File: config.mk
export PLATFORM = sky130hd
export DESIGN_NAME = occupancy_bcd_driver
export DESIGN_NICKNAME = d
export VERILOG_FILES = /design/src/rtl/parking_pkg.sv /design/src/rtl/bcd_dd_converter.sv /design/src/rtl/occupancy_bcd_driver.sv
export SDC_FILE = /design/constraint.sdc
export NUM_CORES = 1
export LEC_CHECK = 0
export BUFFER_PORTS_ARGS = -buffer_cell sky130_fd_sc_hd__buf_2
export CORE_MARGIN = 2
export CORE_UTILIZATION = 61
export CTS_CLUSTER_SIZE = 28
export DETAILED_ROUTE_END_ITERATION = 8
export PLACE_DENSITY = 0.87
export SKIP_CTS_REPAIR_TIMING = 1
export SLEW_MARGIN = 40
export SYNTH_ARGS = -nofsm -noshare
export SYNTH_HDL_FRONTEND = slang
export SYNTH_SLANG_ARGS = --single-unit
File: constraint.sdc
create_clock -name clk -period 5.04 [get_ports clk]
set_input_delay 1.512 -clock clk [delete_from_list [all_inputs] [get_ports clk]]
set_output_delay 1.512 -clock clk [all_outputs]
set_load 0.03 [all_outputs]
File: src/rtl/parking_pkg.sv
// ============================================================================
// parking_pkg : shared widths, blank code and converter state encoding
// Rev 1.0
// ============================================================================
`default_nettype none

package parking_pkg;

    localparam int CNT_W = 14;
    localparam int BCD_W = 16;
    localparam logic [3:0] BLANK_DIGIT = 4'hF;

    typedef enum logic [1:0] {
        IDLE  = 2'd0,
        LOAD  = 2'd1,
        SHIFT = 2'd2,
        DONE  = 2'd3
    } conv_state_t;

    // Double-dabble correction: any nibble of 5 or more gets +3 before the shift.
    function automatic logic [BCD_W-1:0] dd_adjust(input logic [BCD_W-1:0] b);
        logic [BCD_W-1:0] r;
        r = b;
        for (int i = 0; i < BCD_W / 4; i++) begin
            if (b[i*4 +: 4] >= 4'd5) begin
                r[i*4 +: 4] = b[i*4 +: 4] + 4'd3;
            end
        end
        return r;
    endfunction

endpackage

`default_nettype wire

File: src/rtl/bcd_dd_converter.sv
// ============================================================================
// bcd_dd_converter : sequential double-dabble, 14-bit binary to 16-bit BCD
// Rev 1.0
// ============================================================================
`default_nettype none

module bcd_dd_converter
    import parking_pkg::*;
(
    input  logic             clk,
    input  logic             reset,
    input  logic             start,
    input  logic [CNT_W-1:0] bin,
    output logic             accept,
    output logic             busy,
    output logic             done,
    output logic [BCD_W-1:0] bcd
);

    localparam logic [3:0] ITER_LAST = 4'(CNT_W - 1);

    conv_state_t      r_state;
    conv_state_t      w_state_nxt;
    logic [CNT_W-1:0] r_bin;
    logic [BCD_W-1:0] r_bcd;
    logic [3:0]       r_cnt;
    logic [BCD_W-1:0] w_adj;

    assign w_adj = dd_adjust(r_bcd);

    always_ff @(posedge clk or posedge reset) begin
        if (reset) begin
            r_state <= IDLE;
            r_bin   <= '0;
            r_bcd   <= '0;
            r_cnt   <= '0;
        end else begin
            r_state <= w_state_nxt;
            // Operand is captured on acceptance so it matches the value that raised start.
            if (accept) begin
                r_bin <= bin;
                r_bcd <= '0;
                r_cnt <= '0;
            end else if (r_state == SHIFT) begin
                r_bcd <= {w_adj[BCD_W-2:0], r_bin[CNT_W-1]};
                r_bin <= {r_bin[CNT_W-2:0], 1'b0};
                r_cnt <= r_cnt + 4'd1;
            end
        end
    end

    always_comb begin
        w_state_nxt = r_state;
        accept      = 1'b0;
        case (r_state)
            IDLE: begin
                if (start) begin
                    accept      = 1'b1;
                    w_state_nxt = LOAD;
                end
            end
            LOAD:  w_state_nxt = SHIFT;
            SHIFT: if (r_cnt == ITER_LAST) w_state_nxt = DONE;
            DONE:  w_state_nxt = IDLE;
            default: w_state_nxt = IDLE;
        endcase
    end

    assign busy = (r_state != IDLE);
    assign done = (r_state == DONE);
    assign bcd  = r_bcd;

endmodule

`default_nettype wire

File: src/rtl/occupancy_bcd_driver.sv
// ============================================================================
// occupancy_bcd_driver : lot occupancy counter with blanked BCD free-space digits
// Rev 1.0
// ============================================================================
`default_nettype none

module occupancy_bcd_driver
    import parking_pkg::*;
#(
    parameter int   CAPACITY = 200,
    parameter logic LZ_BLANK = 1'b1
) (
    input  logic       clk,
    input  logic       reset,
    input  logic       car_in,
    input  logic       car_out,
    output logic [3:0] digit_0,
    output logic [3:0] digit_1,
    output logic [3:0] digit_2,
    output logic [3:0] digit_3,
    output logic       full,
    output logic       empty,
    output logic       reject,
    output logic       underflow,
    output logic       busy,
    output logic       digits_upd
);

    localparam logic [CNT_W-1:0] CAP = CNT_W'(CAPACITY);

    logic [CNT_W-1:0] r_occ;
    logic             r_pending;
    logic             r_armed;
    logic             w_inc;
    logic             w_dec;
    logic             w_can_inc;
    logic             w_can_dec;
    logic             w_occ_chg;
    logic             w_accept;
    logic             w_done;
    logic [CNT_W-1:0] w_free;
    logic [BCD_W-1:0] w_bcd;
    logic [BCD_W-1:0] w_shown;
    logic             w_lead;

    assign w_inc     = car_in & ~car_out;
    assign w_dec     = car_out & ~car_in;
    assign w_can_inc = (r_occ != CAP);
    assign w_can_dec = (r_occ != '0);
    assign w_occ_chg = (w_inc & w_can_inc) | (w_dec & w_can_dec);
    assign w_free    = CAP - r_occ;
    assign full      = (r_occ == CAP);
    assign empty     = (r_occ == '0);

    always_ff @(posedge clk or posedge reset) begin
        if (reset) begin
            r_occ     <= '0;
            reject    <= 1'b0;
            underflow <= 1'b0;
        end else begin
            reject    <= w_inc & ~w_can_inc;
            underflow <= w_dec & ~w_can_dec;
            if (w_inc && w_can_inc) begin
                r_occ <= r_occ + CNT_W'(1);
            end else if (w_dec && w_can_dec) begin
                r_occ <= r_occ - CNT_W'(1);
            end
        end
    end

    // A fresh change wins over the acceptance clear so the latest value is never lost.
    // The first edge after reset release only arms the converter.
    always_ff @(posedge clk or posedge reset) begin
        if (reset) begin
            r_pending <= 1'b1;
            r_armed   <= 1'b0;
        end else begin
            r_armed <= 1'b1;
            if (w_occ_chg) begin
                r_pending <= 1'b1;
            end else if (w_accept) begin
                r_pending <= 1'b0;
            end
        end
    end

    bcd_dd_converter u_conv (
        .clk    (clk),
        .reset  (reset),
        .start  (r_pending & r_armed),
        .bin    (w_free),
        .accept (w_accept),
        .busy   (busy),
        .done   (w_done),
        .bcd    (w_bcd)
    );

    always_comb begin
        w_shown = w_bcd;
        w_lead  = LZ_BLANK;
        for (int i = 3; i >= 1; i--) begin
            if (w_lead && (w_bcd[i*4 +: 4] == 4'd0)) begin
                w_shown[i*4 +: 4] = BLANK_DIGIT;
            end else begin
                w_lead = 1'b0;
            end
        end
    end

    always_ff @(posedge clk or posedge reset) begin
        if (reset) begin
            {digit_0, digit_1, digit_2, digit_3} <= {4{BLANK_DIGIT}};
            digits_upd                           <= 1'b0;
        end else begin
            digits_upd <= w_done;
            if (w_done) begin
                {digit_0, digit_1, digit_2, digit_3} <= w_shown;
            end
        end
    end

endmodule

`default_nettype wire

Word level (Yosys, flattened, before mapping):

Index checks and enable logic that the tools add are counted.

* memories kept: 0
* output and inout port bits: 22
* bits in writable memories: 0
* bits in latches: 0
* bits in registers: 71
* ROM bits: 0

* add/subtract/negate cells: 8
* multiplexer cells: 24
* $mul: 0
* reduce and logical (&&, ||, !) cells: 15
* div/mod/pow operators: 0
* equality and inequality tests: 8
* order comparisons: 4
* bitwise gates (word level): 12
* shifts and indexed selects: 0

Operators with widths (number)
* $mux 14: 4
* $mux 16: 2
* $mux 4: 8
* $ge 4x3->1 const B: 4
* $add 14x1->14 const B: 1
* $eq 14x8->1 const B: 1
* $logic_not 14->1: 1
* $ne 14x8->1 const B: 1
* $reduce_bool 14->1: 1
* $sub 14x1->14 const B: 1
* $sub 8x14->14 const A: 1
* $add 4x2->4 const B: 3
* $logic_not 4->1: 3
* $pmux 2 s4: 1
* $reduce_bool 2->1: 4
* $and 1x1->1: 7
* $mux 1: 6
* $add 4x1->4 const B: 1
* $eq 2x2->1 const B: 2
* $eq 4x4->1 const B: 1
* $logic_and 1x1->1: 4
* $mux 2: 2
* $not 1->1: 4
* $add 3x2->3 const B: 1
* 7 further kinds: 7

Depth between registers and ports, before layout:

* word-level depth: 6
* depth in mapped cells: 14

Hierarchy:

A second synthesis with hierarchy kept.

* cell total of the unflattened synthesis: 448
* area, all modules: 4165.2 um^2

By module, submodules not included
* occupancy_bcd_driver: seq. area each 897.1 um^2, area an instance 2170.8 um^2, instances 1, cells each 230
* bcd_dd_converter: seq. area each 900.9 um^2, area an instance 1994.4 um^2, instances 1, cells each 218

Worst setup path before layout:

Ideal clock, no wire load.

* path type: input -> register
* start: in car_in
* end: reg r_occ[13]
* arrival time: 3680 ps
* slack: 1280 ps
* stages on the path: 9
* library setup time: 79 ps
* cell sequence: nor2b_1 nand2_1 ha_1 o211ai_1 o21ai_0 and4_1 o32ai_1 mux2i_1 xor2_1

* cells in the longest elaborated chain, start to end: 4
* elaborated cells on any way between the ends: 7
* classes of those cells: mux: 1; bitwise: 3; reduce/logical: 3

Ends and longest elaborated chain
* start, declared: RTL line occupancy_bcd_driver.sv:15 `input logic car_in,`
* $not 1->1: RTL line occupancy_bcd_driver.sv:47 `assign w_dec = car_out & ~car_in;`
* $and 1x1->1: RTL line occupancy_bcd_driver.sv:47
* $logic_and 1x1->1: RTL line occupancy_bcd_driver.sv:65 `end else if (w_dec && w_can_dec) begin`
* $reduce_bool 2->1 (no line)
* end signal, assigned: RTL line occupancy_bcd_driver.sv:64 `r_occ <= r_occ + CNT_W'(1);`
* end signal, assigned: RTL line occupancy_bcd_driver.sv:66 `r_occ <= r_occ - CNT_W'(1);`
* end, declared: RTL line occupancy_bcd_driver.sv:31 `logic [CNT_W-1:0] r_occ;`

Several ways; a longest one is shown, not always the timed one.
A chain may end at the register's enable or synchronous reset.

Worst setup path after layout:

* start: reg r_occ[0]
* end: reg r_occ[13]

* cells in the longest elaborated chain, start to end: 3
* elaborated cells on any way between the ends: 9
* classes of those cells: add/sub: 2; eq/ne: 1; mux: 2; reduce/logical: 4

Ends and longest elaborated chain (RTL line)
* $sub 14x1->14, or another cell as far along: occupancy_bcd_driver.sv:66
* $mux 14, or another cell as far along: occupancy_bcd_driver.sv:65
* $mux 14 or $reduce_bool 2->1 (tied branches)

Several ways; a longest one is shown, not always the timed one. The select of a mux whose other input is x is not followed.

==> reports/results.tsv <==
metric	value	unit
Final setup violation count	0	
Synth Register Bits	71	
skew final	0.00466	ns
Synth area leaders	dfrtp_1 (33%), dfstp_2 (11%), ha_1 (8.9%)	
hold_sp	digit_1[0]	
Crit Reg-Reg Startpoint	r_occ[0]	
result of the run	finished with violations	
synthesized cell area	0.00409	mm2
IO buf count	25	
Cells after DPL	519	
Final #Nets	487	
Initial Util	0.637	
RSZ-0062 raised after global routing	false	
CP max FO	14	
fin. max-slew vios	0	
Post-DP Area	0.00428	mm2
Post-synth top flop	dfrtp_1	
period utilisation layout	0.786	
cell area power density	699	mW/mm2
n_diodes	0	
Vias	3025	
Post-synth EDFFs	0	
sequential share of the synthesized area	0.439	
Reg clk slew, reported paths	0.07	ns
DP Wirelength	5300	um
# H-tree levels	3	
clock sink count	71	
clock latency on the worst-skew pair	0.36	ns
Cells after Synth	430	
Syn Nets	464	
LEAKAGE	2.03	nW
number of remaining DRC errors	1	
DRT Wirelength	7460	um
TritonRoute pass-1 iters	7	
Rel. slew slack	0.522	
Commonest cells post-synth	dfrtp_1 (54), nand2_1 (44), nor2_1 (39)	
Syn. warnings	0	
Hold Fails Final Rpt	0	
Tmin final	3.96	ns
Detail Route Antenna Nets	0	
worst hold path type	reg -> reg	
Non-Filler Instances	535	
failing checks	design-rule violations	
Remaining Overflow, GRT	0	
CTS tree	built	
worst slew pin tran	0.717	ns
layout cells sized above 1	0.155	
CP Data Required Time	5.32	ns
post-route cell area	0.00447	mm2
Area Overhead vs Synth	9.23	%
Total Routing Usage GR	0.221	
Final Core Density	0.696	
IO Pins	26	
Async SR Flop Fraction	1.00	
startpoint types	flop	
Max Fclk	252	MHz
FP Rows	29	
most frequent cell after synthesis	dfrtp_1	
initial antenna violation count	0	
filler instances	496	
post-synth top area share	0.330	
WS Path Type	reg -> reg	
die height	85.9	um
DR WL/cell	13.9	um
core area	0.00642	mm2
total CTS buffers	9	
post-synthesis area per instance	9.52	um2
first-pass GRT wire length	12900	um
CP Capture Type	flop	
largest net degree at the start of global routing	51	
Tot Pwr	3.13	mW
GPL Wtd Cong	0.888	
die area	0.00738	mm2
area leader, netlist	dfrtp_1	
Root Driver	clkbuf_8	
setup TNS	0	ns
CTS max path bufs	2	
max-cap viol count	0	
critical path arrival	4.25	ns
maximum VDD drop	0.371	mV
vias in the first global route	2974	
CP startpoint	r_occ[0]	
Die W	85.9	um
r2r setup slk	1.08	ns
vias per cell	5.65	
1st-iter DRT viols	138	
post-synthesis cell type count	47	
==> sequential cells by signal (all words and copies together), names as in the netlist, 2 cells and up <==
name	count
digit_1	4
digit_2	4
u_conv.r_bin	14
u_conv.bcd	16
digit_0	4
digit_3	4
r_occ	14
u_conv.r_cnt	4
u_conv.r_state	2
==> kinds of logic after synthesis <==
logic type               count (synthesis)  share of synthesized area
flip-flops                              71                      0.439
XOR/XNOR                                30                     0.0642
multiplexers                            23                     0.0575
other                                    1                   0.000916
adder cells (fa/ha/maj)                 30                     0.0935
AND/OR/NAND/NOR                        129                      0.151
AO/OA/AOI/OAI                          110                      0.157
buffers and inverters                   36                     0.0367
==> metal layers <==
metal | GRT usage | part of all wire
met1 | 0.277 | 0.44
met2 | 0.374 | 0.52
met3 | 0.0404 | 0.026
met4 | 0.0952 | 0.012
met5 | 0 | 0
==> metrics by stage <==
stage	setup slack, ns	hold slack (ns)
after CTS	1.08	0.489
final	1.08	0.489
after detailed placement	0.861	0.476
after global routing	0.703	0.505
after floorplan	1.28	0.451
after global placement	0.939	0.469
==> power breakdown <==
part | internal [mW] | switching [mW] | leakage [nW]
logic | 0.658 | 0.928 | 1.06
clock network | 0.230 | 0.210 | 0.105
registers | 0.857 | 0.242 | 0.866
==> critical path, stage by stage (launching register included) <==
cell and delay (ns):
dfrtp_1 0.45, inv_1 0.14, ha_1 0.19, or4b_1 0.51, nor4_4 0.22, nand4_2 0.20
nand2_1 0.43, ha_1 0.34, a211oi_1 0.20, o21ai_0 0.19, and4_1 0.26, o32ai_1 0.32
mux2i_1 0.25, xor2_1 0.16
==> cell usage in the layout, fill, tap and decap left out, types with 2 or more instances in the layout <==
cell type,Yosys,final
xor2_1,16,16
clkbuf_8,0,13
a31oi_1,2,2
nor2_1,39,39
and3_1,3,3
a21oi_1,38,38
buf_2,0,25
mux2i_1,19,19
nand3_1,11,11
dfrtp_1,54,54
nor2b_1,6,6
o21bai_1,2,2
a211oi_1,8,8
ha_1,29,28
nor3b_1,2,2
o21ai_1,6,6
a21o_1,3,3
nand4_1,2,2
nor3_1,2,2
o22a_1,4,4
xnor2_1,14,14
nand2b_1,10,10
o21ai_0,38,38
inv_1,20,19
nand2_1,44,44
and2_1,2,2
buf_4,0,3
clkinv_2,0,3
dfstp_2,17,17
o211ai_1,2,2
mux2_2,4,4
==> path summary, 6_finish.rpt <==
| check | end | cells after the start |
|---|---|---|
| setup / recovery | r_occ[13] | 13 |
| hold / removal | digit_1[0] | 2 |
| setup reg to reg | r_occ[13] | 13 |
| hold reg to reg | digit_1[0] | 2 |
| max in group asynchronous | digit_0[3] | 3 |
| min in group asynchronous | underflow | 2 |
==> layout make-up <==
cell class	count	area, um2	area share
multi-input cells	323	2160	0.483
clock buffers	13	179	0.0400
well taps	77	96.3	0.0215
clock inverters	3	15.0	0.00336
repair buffers	28	148	0.0330
inverters	20	77.6	0.0173
flip-flops and latches	71	1800	0.402
No activity file was read; power rests on OpenSTA's default activity.
